## src/rtl/sum_pkg.sv

```systemverilog
// sum_pkg: shared state encoding and default sizing for the serial batch summer
package sum_pkg;
   localparam int DEF_WIDTH   = 4;
   localparam int DEF_NUM_OPS = 4;
   typedef enum logic [1:0] {
      ST_IDLE  = 2'd0,
      ST_ACCUM = 2'd1,
      ST_HOLD  = 2'd2
   } state_t;
endpackage

```

## src/rtl/sum_sequencer_batch_counter.sv

```systemverilog
// batch_counter: operands-accepted counter with clear priority and terminal-count flag
module batch_counter
   import sum_pkg::*;
#(
   parameter int NUM_OPS = DEF_NUM_OPS,
   parameter int CNT_W   = $clog2(NUM_OPS + 1)
) (
   input  logic             clk,
   input  logic             rst_n,
   input  logic             clr_i,
   input  logic             inc_i,
   output logic [CNT_W-1:0] count_o,
   output logic             tc_o
);
   logic [CNT_W-1:0] count_q;
   // clear wins over increment so an abort never leaves a stale count
   always_ff @(posedge clk or negedge rst_n)
      if (!rst_n) count_q <= '0;
      else count_q <= clr_i ? '0 : inc_i ? count_q + 1'b1 : count_q;
   assign count_o = count_q;
   assign tc_o    = count_q == CNT_W'(NUM_OPS - 1);
endmodule

```

## src/rtl/sum_sequencer.sv

```systemverilog
// sum_sequencer: accumulates NUM_OPS streamed operands through one adder and holds the batch sum
module sum_sequencer
   import sum_pkg::*;
#(
   parameter int WIDTH   = DEF_WIDTH,
   parameter int NUM_OPS = DEF_NUM_OPS,
   localparam int SUM_W  = WIDTH + $clog2(NUM_OPS),
   localparam int CNT_W  = $clog2(NUM_OPS + 1)
) (
   input  logic             clk,
   input  logic             rst_n,
   input  logic             flush,
   input  logic             in_valid,
   output logic             in_ready,
   input  logic [WIDTH-1:0] in_data,
   output logic             out_valid,
   input  logic             out_ready,
   output logic [SUM_W-1:0] out_sum,
   output logic [CNT_W-1:0] op_count,
   output logic             busy
);
   state_t           state_q;
   logic [SUM_W-1:0] acc_q, sum_d, out_sum_q;
   logic             out_valid_q, accept, out_hs, tc;
   assign in_ready = state_q != ST_HOLD;
   assign busy     = state_q != ST_IDLE;
   assign accept   = in_valid & in_ready;
   assign out_hs   = out_valid_q & out_ready;
   assign sum_d    = (state_q == ST_IDLE ? '0 : acc_q) + {{(SUM_W-WIDTH){1'b0}}, in_data};
   batch_counter #(.NUM_OPS(NUM_OPS), .CNT_W(CNT_W)) u_cnt (
      .clk    (clk),
      .rst_n  (rst_n),
      .clr_i  (flush | out_hs),
      .inc_i  (accept),
      .count_o(op_count),
      .tc_o   (tc)
   );
   // batch FSM; flush overrides every handshake, result registers load on the last accept
   always_ff @(posedge clk or negedge rst_n)
      if (!rst_n) begin
         state_q     <= ST_IDLE;
         acc_q       <= '0;
         out_valid_q <= 1'b0;
         out_sum_q   <= '0;
      end else if (flush) begin
         state_q     <= ST_IDLE;
         acc_q       <= '0;
         out_valid_q <= 1'b0;
         out_sum_q   <= '0;
      end else begin
         case (state_q)
            ST_IDLE: if (accept) begin
               acc_q   <= sum_d;
               state_q <= ST_ACCUM;
            end
            ST_ACCUM: if (accept) begin
               acc_q <= sum_d;
               if (tc) begin
                  state_q     <= ST_HOLD;
                  out_valid_q <= 1'b1;
                  out_sum_q   <= sum_d;
               end
            end
            ST_HOLD: if (out_ready) begin
               state_q     <= ST_IDLE;
               acc_q       <= '0;
               out_valid_q <= 1'b0;
               out_sum_q   <= '0;
            end
            default: state_q <= ST_IDLE;
         endcase
      end
   assign out_valid = out_valid_q;
   assign out_sum   = out_sum_q;
endmodule

```

## config.mk

```make
export PLATFORM = sky130hd
export DESIGN_NAME = sum_sequencer
export DESIGN_NICKNAME = d
export VERILOG_FILES = /design/src/rtl/sum_pkg.sv /design/src/rtl/sum_sequencer_batch_counter.sv /design/src/rtl/sum_sequencer.sv
export SDC_FILE = /design/constraint.sdc
export NUM_CORES = 1
export LEC_CHECK = 0
export ABC_CLOCK_PERIOD_IN_PS = 3200
export BUFFER_PORTS_ARGS = -buffer_cell sky130_fd_sc_hd__buf_2
export CELL_PAD_IN_SITES_DETAIL_PLACEMENT = 1
export CELL_PAD_IN_SITES_GLOBAL_PLACEMENT = 1
export CORE_AREA = 2 2 61 63
export CTS_BUF_LIST = sky130_fd_sc_hd__clkbuf_16
export CTS_CLUSTER_SIZE = 28
export DETAILED_ROUTE_END_ITERATION = 12
export DIE_AREA = 0 0 63 65
export PLACE_DENSITY_LB_ADDON = 0.05
export SKIP_CTS_REPAIR_TIMING = 1
export SLEW_MARGIN = 20
export SYNTH_ARGS = -nofsm -noshare
export SYNTH_HDL_FRONTEND = slang
export SYNTH_SLANG_ARGS = --single-unit
```

## constraint.sdc

```tcl
create_clock -name clk -period 3.2 [get_ports clk]
set_clock_uncertainty 0.05 [all_clocks]
set_input_delay 0.32 -clock clk [delete_from_list [all_inputs] [get_ports clk]]
set_output_delay 0.32 -clock clk [all_outputs]
set_load 0.01 [all_outputs]
```

==> results of run 1 <==
## metal layers
metal  global-route usage (%)  routed length (um)
met5                        0                   0
met4                    5.833                  51
met3                    3.125                  99
met2                    22.21                1116
met1                    15.85                1143
## how the worst max path moves through the flow
stage	depth (start not counted)	endpoint	slack [ns]	start
2_1_floorplan	8	out_sum[4]	1.23	state_q[0]
6_report	8	acc_q[4]	1.02	state_q[0]
5_1_grt	8	acc_q[4]	0.88	state_q[0]
4_1_cts	8	acc_q[4]	0.99	state_q[0]
3_5_place_dp	8	acc_q[4]	0.98	state_q[0]
3_3_place_gp	8	out_sum[4]	1.07	state_q[0]
## flip-flops by register name, summed over array words and instances, names as in the netlist
register       count
acc_q              6
out_sum            6
u_cnt.count_o      3
state_q            2
out_valid          1
## layout make-up
type / instances / area share (%)
clock buffer: 3 / 5.808
inverter: 7 / 2.033
multi-input combinational: 74 / 44.14
sequential: 18 / 34.85
tap: 48 / 4.647
timing repair buffer: 21 / 8.519
## layout by cell type (no fill, tap or decap), drive strengths merged, types with 2 or more instances in the layout
cell,instances
a21oi,5
a221oi,2
a22o,4
a22oi,2
buf,20
clkbuf,3
dfrtp,18
ha,6
inv,7
mux2,2
nand2,9
nand3,3
nand3b,2
nor2,9
nor2b,5
o21ai,7
xnor2,3
xor2,3
## metrics by stage
| step | setup slack, ns | hold WS, ns | total power (uW) |
|---|---|---|---|
| after detailed placement | 0.9839 | 0.2424 | 354.9 |
| after floorplan | 1.230 | -0.02559 | 318.9 |
| after global routing | 0.8768 | 0.4009 | 632.0 |
| after CTS | 0.9945 | -0.02611 | 609.8 |
| after global placement | 1.073 | 0.2434 | 354.6 |
| final | 1.017 | 0.3661 | 593.1 |
## cells in the mapped netlist
cell type | n | area share (%)
dfrtp_1 | 18 | 43
nand2_1 | 9 | 3.2
nor2_1 | 8 | 2.8
o21ai_0 | 7 | 3.3
ha_1 | 6 | 7.1
inv_1 | 6 | 2.1
a21oi_1 | 5 | 2.4
a22o_1 | 4 | 3.3
nor2b_1 | 4 | 2.4
nand3_1 | 3 | 1.4
xnor2_1 | 3 | 2.5
xor2_1 | 3 | 2.5
a221oi_4 | 2 | 5.0
a22oi_1 | 2 | 1.4
mux2_4 | 2 | 2.8
nand3b_1 | 2 | 1.4
a21o_1 | 1 | 0.71
a311oi_1 | 1 | 0.83
a32o_1 | 1 | 0.95
and3_4 | 1 | 1.1
buf_1 | 1 | 0.35
buf_4 | 1 | 0.71
fa_1 | 1 | 1.9
inv_2 | 1 | 0.35
nand2b_4 | 1 | 1.3
nor2_2 | 1 | 0.59
nor2b_2 | 1 | 0.83
nor3b_1 | 1 | 0.71
nor4b_1 | 1 | 0.83
o211ai_1 | 1 | 0.71
o21bai_1 | 1 | 0.71
o22ai_1 | 1 | 0.59
o31ai_1 | 1 | 0.71
## power breakdown
part | total [uW] | internal [uW] | switching (uW)
combinational | 94.9 | 42.5 | 52.4
sequential | 254 | 244 | 10.5
clock | 244 | 164 | 79.6
total | 593 | 451 | 143
## logic make-up after synthesis
family,Yosys count,share of synthesized area [%]
flip-flops,18,42.55
XOR/XNOR,6,4.965
adder cells (fa/ha/maj),7,8.983
multiplexers,2,2.837
buffers and inverters,9,3.546
AO/OA/AOI/OAI,27,20.57
AND/OR/NAND/NOR,32,16.55
## worst max-delay path, stage by stage, from the launching register on
cell and delay (ns):
dfrtp_1 0.46, nor2_1 0.29, nor2b_1 0.09, ha_1 0.22, fa_1 0.40, nand3_1 0.10
nand2_1 0.11, xnor2_1 0.15, o31ai_1 0.22
==> impl_results.md, run 1 <==
- Antenna diode count: 0
- Chip width: 63 um
- Syn Nets: between 100 and 150
- Core Box Area: approximately 0.0035 mm^2
- R2R setup slack: 1.02 ns
- Syn avg cell area: 10.48 um^2
- Clock-pin slew on the worst setup and hold paths: 0.05 ns
- DR vias/cell: 4.801
- DR pass1 iterations: 2
- Vias post-DR: 821
- Longest Clk Path Bufs: 2
- Worst reg-to-reg path cell count: 8
- Number of global-route vias before repair: roughly 860
- Post-synth design cell area: approximately 0.0011 mm^2
- Count of final setup violators: 0
- Nets: 141
- Synth warn: 0
- # IOs: 21
- Die H: 65 um
- Min-delay src: flush
- Die area: 0.004095 mm^2
- CTS tree: yes
- WL final: between 2 and 2.5 mm
- Routed length per placed instance: between 10 and 15 um
- Inst Count DP: 167
- Peak supply drop: between 0.15 and 0.2 mV
- First-pass GRT wire length: 4.126 mm
- H-tree depth: 1
- Multi-input gate area: 570.5 um^2
- TritonCTS buffer count: 3
- 1st-iter DRT viols: 32
- Critical Path AT: ~2.3 ns
- Synth cell types: 33
- Final antenna-violating net count: 0
- Share of layout cells above drive strength 1: 26.02%
- Initial antenna violation count: 0
- Starting Density: just over 30%
- Fmax: 458.1 MHz
- Final Cell Area: 0.001292 mm^2
- Worst hold endpoint: out_valid
- Headroom to the max-slew limit: 63.71%
- Placed wire-length estimate: ~1.9 mm
- Largest fanout on the critical path: 8
- Period utilisation layout: 68.22%
- Clock period minus worst slack: 2.183 ns
- PortBufs: 20
- Register area share after synthesis: 42.55%
- Startpoint types: register
- Remaining DRCs: 0
- Worst Max-Slew Pin Slew: 0.5443 ns
- Critical path type: reg -> reg
- Final TNS setup: 0 ns
- Reg area: between 400 and 500 um^2
- Leakage: 0.0006199 uW
- Slew Limit Fails: 0
- # rows: 22
- Grt total ovfl: 0
- Hold Path Depth: 2
- Number of synthesized register bits: 18
- Non-Filler Instances: about 170
- Reg-to-reg endpoint: acc_q[4]
- Clock Tree Root: clkbuf_16
- WP data required: ~3.3 ns
- Setup crit end kind: register
- Largest net degree at the start of global routing: 19
- Gr usage total: around an eighth
- Max-Cap Viols: 0
- Final core occ: a little under two fifths
- Status: finished clean
- RSZ-0062 raised after global routing: no
- Latest clock arrival within the worst-skew pair: 0.24 ns
- PwrDens: approximately 460 mW/mm^2
- Min-Delay Path Class: in -> reg
- P&R area growth vs syn: 22.10%
- Reg2reg start: state_q[0]
- Cells after Synth: 101
- Clock Sinks: 18
- Placed inst area: 0.001207 mm^2
- Routability cong.: 0.7889
- Hold Vio Cnt, Final: 0
- Fillers: 422
(Power assumes the default switching activity.)
==> run 2: changes to the inputs <==
Settings changed: ABC_AREA set to 1, ABC_CLOCK_PERIOD_IN_PS 3200 to 2000.
Clock period 3.2 ns to 2 ns, I/O delays scaled along.
==> run 2 against run 1 <==
  * Design area increased by 4.0%
  * Global-route usage up 1.5 points
  * Largest cell class unchanged
  * Die area unchanged
  * Highest routed layer unchanged
  * Synthesized cell count rose by 26%
  * Clock power grew 71%
  * Wire length is 11% higher
  * Non-clock buffer count grew 6
  * Clock-buffer cell count unchanged
  * Sequential cell count unchanged
==> impl_results.md, run 2 <==
- Max-Cap Viols: 0
- Number of synthesized register bits: 18
- Most numerous cell in the Yosys netlist: nand2_1
- Clock Tree Root: clkbuf_16
- Largest fanout on the critical path: 4
- Met3 Usage GRT: 3.472%
- Vias post-DR: 950
- Reg area: 451.7 um^2
- 1st-iter DRT viols: 23
- Final antenna-violating net count: 0
- Slowest CP cell: dfrtp_2
- Nets: 174
- Chip width: 63 um
- Post-synth EDFFs: 0
- Remaining DRCs: 0
- H-tree depth: 1
- Routed length per placed instance: approximately 13 um
- Most frequent cells in the layout: 33 x nand2_1, 20 x buf_2, 17 x dfrtp_1
- Met1 usage: between 10% and 20%
- First-pass GRT wire length: between 4 and 5 mm
- Critical path type: reg -> reg
- Crit path top cell by count: nand3_1
- Syn Nets: 143
- Setup crit end kind: register
- CTS tree: yes
- CP cell instances: nor2_4 -> nor2_1 -> ha_1 -> fa_2 -> nand3_1 -> nand3_1 -> a21oi_1 -> o21ai_1 -> o21ai_2
- WP data required: 2.13 ns
- DR pass1 iterations: 4
- Startpoint types: register
- Placed wire-length estimate: between 2 and 2.5 mm
- TritonCTS buffer count: 3
- Min-Delay Path Class: in -> reg
- P&R area growth vs syn: 28.32%
- Largest net degree at the start of global routing: 19
- Max incr delay on CP: 0.43 ns
- # IOs: 21
- Multi-input gate area: 530.5 um^2
- Final TNS setup: 0 ns
- Clock Sinks: 18
- Count of final setup violators: 0
- Post-synth design cell area: roughly 0.0010 mm^2
- Crit path max-delay family: adder cells
- Register area share after synthesis: 43.01%
- Grt total ovfl: 0
- Fmax: between 500 and 600 MHz
- Top post-synthesis cells by area: dfrtp_1 43%, nand2_1 12%, ha_1 7.2%
- Worst Max-Slew Pin Slew: 0.4391 ns
- Fillers: 455
- Final Total Pwr: 1646 uW
- Initial antenna violation count: 0
- Clock period minus worst slack: 1.924 ns
- Synth cell types: 21
- Pre-CTS WS: -0.05715 ns
- Clock-pin slew on the worst setup and hold paths: 0.06 ns
- PortBufs: 20
- Die area: 0.004095 mm^2
- # rows: 22
- Final core occ: slightly below 40%
- Syn avg cell area: 8.246 um^2
- Slew Limit Fails: 0
- Commonest non-fill, non-tap cell in the layout: nand2_1
- RSZ-0062 raised after global routing: yes
- Final WS setup: 0.07599 ns
- CP bufs+invs: 0
- M2 GR Usage: roughly a quarter
- Gr usage total: 14.66%
- WL final: 2.668 mm
- Period utilisation layout: between 90% and 100%
- Starting Density: between 20% and 30%
- Asr flop ratio synth: 100.0%
- Peak supply drop: 0.3723 mV
- DR vias/cell: around 4.6
- Headroom to the max-slew limit: roughly 70%
- Prevailing post-synth register cell: dfrtp_1
- Core Box Area: between 0.003 and 0.004 mm^2
- Longest Clk Path Bufs: 2
- Antenna diode count: 0
- Leakage: 0.0007243 uW
- Cells after Synth: ~130
- Synth top cells by count: 33 x nand2_1, 18 x dfrtp_1, 12 x inv_1, 9 x nor2_1, 9 x o21ai_0
- Status: finished clean
- Hold Vio Cnt, Final: 0
- PwrDens: 1225 mW/mm^2
- Latest clock arrival within the worst-skew pair: 0.26 ns
- Die H: roughly 65 um
- Critical Path AT: 2.05 ns
- Share of layout cells above drive strength 1: 33.12%
- Synth warn: 0
- Synth area leader: dfrtp_1
- Routability cong.: 0.7940
- Number of global-route vias before repair: 951
- Busiest grt layer: met2
- Share of the synthesized area in the top cell type: a little over two fifths
## run 2: cell count changes in the layout (fill, tap and decap cells not counted), moves of 5 or more
| cell | previous run | this run |
|---|---|---|
| buf_4 | 0 | 6 |
| inv_1 | 6 | 12 |
| inv_2 | 1 | 6 |
| nand2_1 | 9 | 33 |
| nand2_2 | 0 | 5 |
| o21ai_1 | 0 | 6 |
## run 2: worst paths after layout
check / start / to / slack [ns] / cells after the start
worst max-delay path: state_q[0] / out_sum[4] / 0.08 / 9
worst min-delay path: flush / u_cnt.count_o[1] / 0.22 / 4
worst max register to register: state_q[0] / out_sum[4] / 0.08 / 9
worst min register to register: out_sum[0] / out_sum[0] / 0.43 / 2
max in group asynchronous: rst_n / state_q[0] / 1.20 / 2
min in group asynchronous: rst_n / out_sum[3] / 0.37 / 2
## run 2: per-layer routing
layer,share of wire [%],routed length (um),up-vias
met1,42,1108,459
met2,53,1415,17
li1,-,-,469
met3,3.8,101,5
met5,0,0,-
met4,1.6,44,0
## run 2: cells by family after synthesis
group / Yosys count / synth area share [%]
AO/OA/AOI/OAI: 21 / 11.59
adder cells (fa/ha/maj): 7 / 9.080
buffers and inverters: 19 / 7.526
flip-flops: 18 / 43.01
AND/OR/NAND/NOR: 62 / 28.79
## run 2: final cells by class
type                    count  share of cell area [%]
clock buffers               3                   5.587
clock inverters             1                  0.2793
inverters                  18                   5.028
multi-input cells          90                   39.48
flip-flops and latches     18                   33.61
well taps                  48                   4.469
repair buffers             27                   11.55
## run 2: stage by stage
stage                     cells  hold slack, ns  area, um^2
after floorplan             127         -0.1456        1047
after global placement      197          0.1164        1219
after detailed placement    197          0.1220        1219
after CTS                   201         -0.1513        1297
after global routing        205          0.2370        1344
final                       205          0.2192        1344
## run 2: tightest hold or removal path: cells and delay by family
family / cells / cell delay (ns)
simple gates: 1 / 0.04
compound gates: 2 / 0.15
buf+inv: 1 / 0.09
## run 2: report_power, final
| group | switching, uW | internal (uW) | total [uW] | leakage (uW) |
|---|---|---|---|---|
| Clock | 151 | 267 | 417 | 0.0000385 |
| Sequential | 70.0 | 473 | 543 | 0.000238 |
| Combinational | 407 | 279 | 686 | 0.000448 |
| Total | 628 | 1020 | 1650 | 0.000724 |
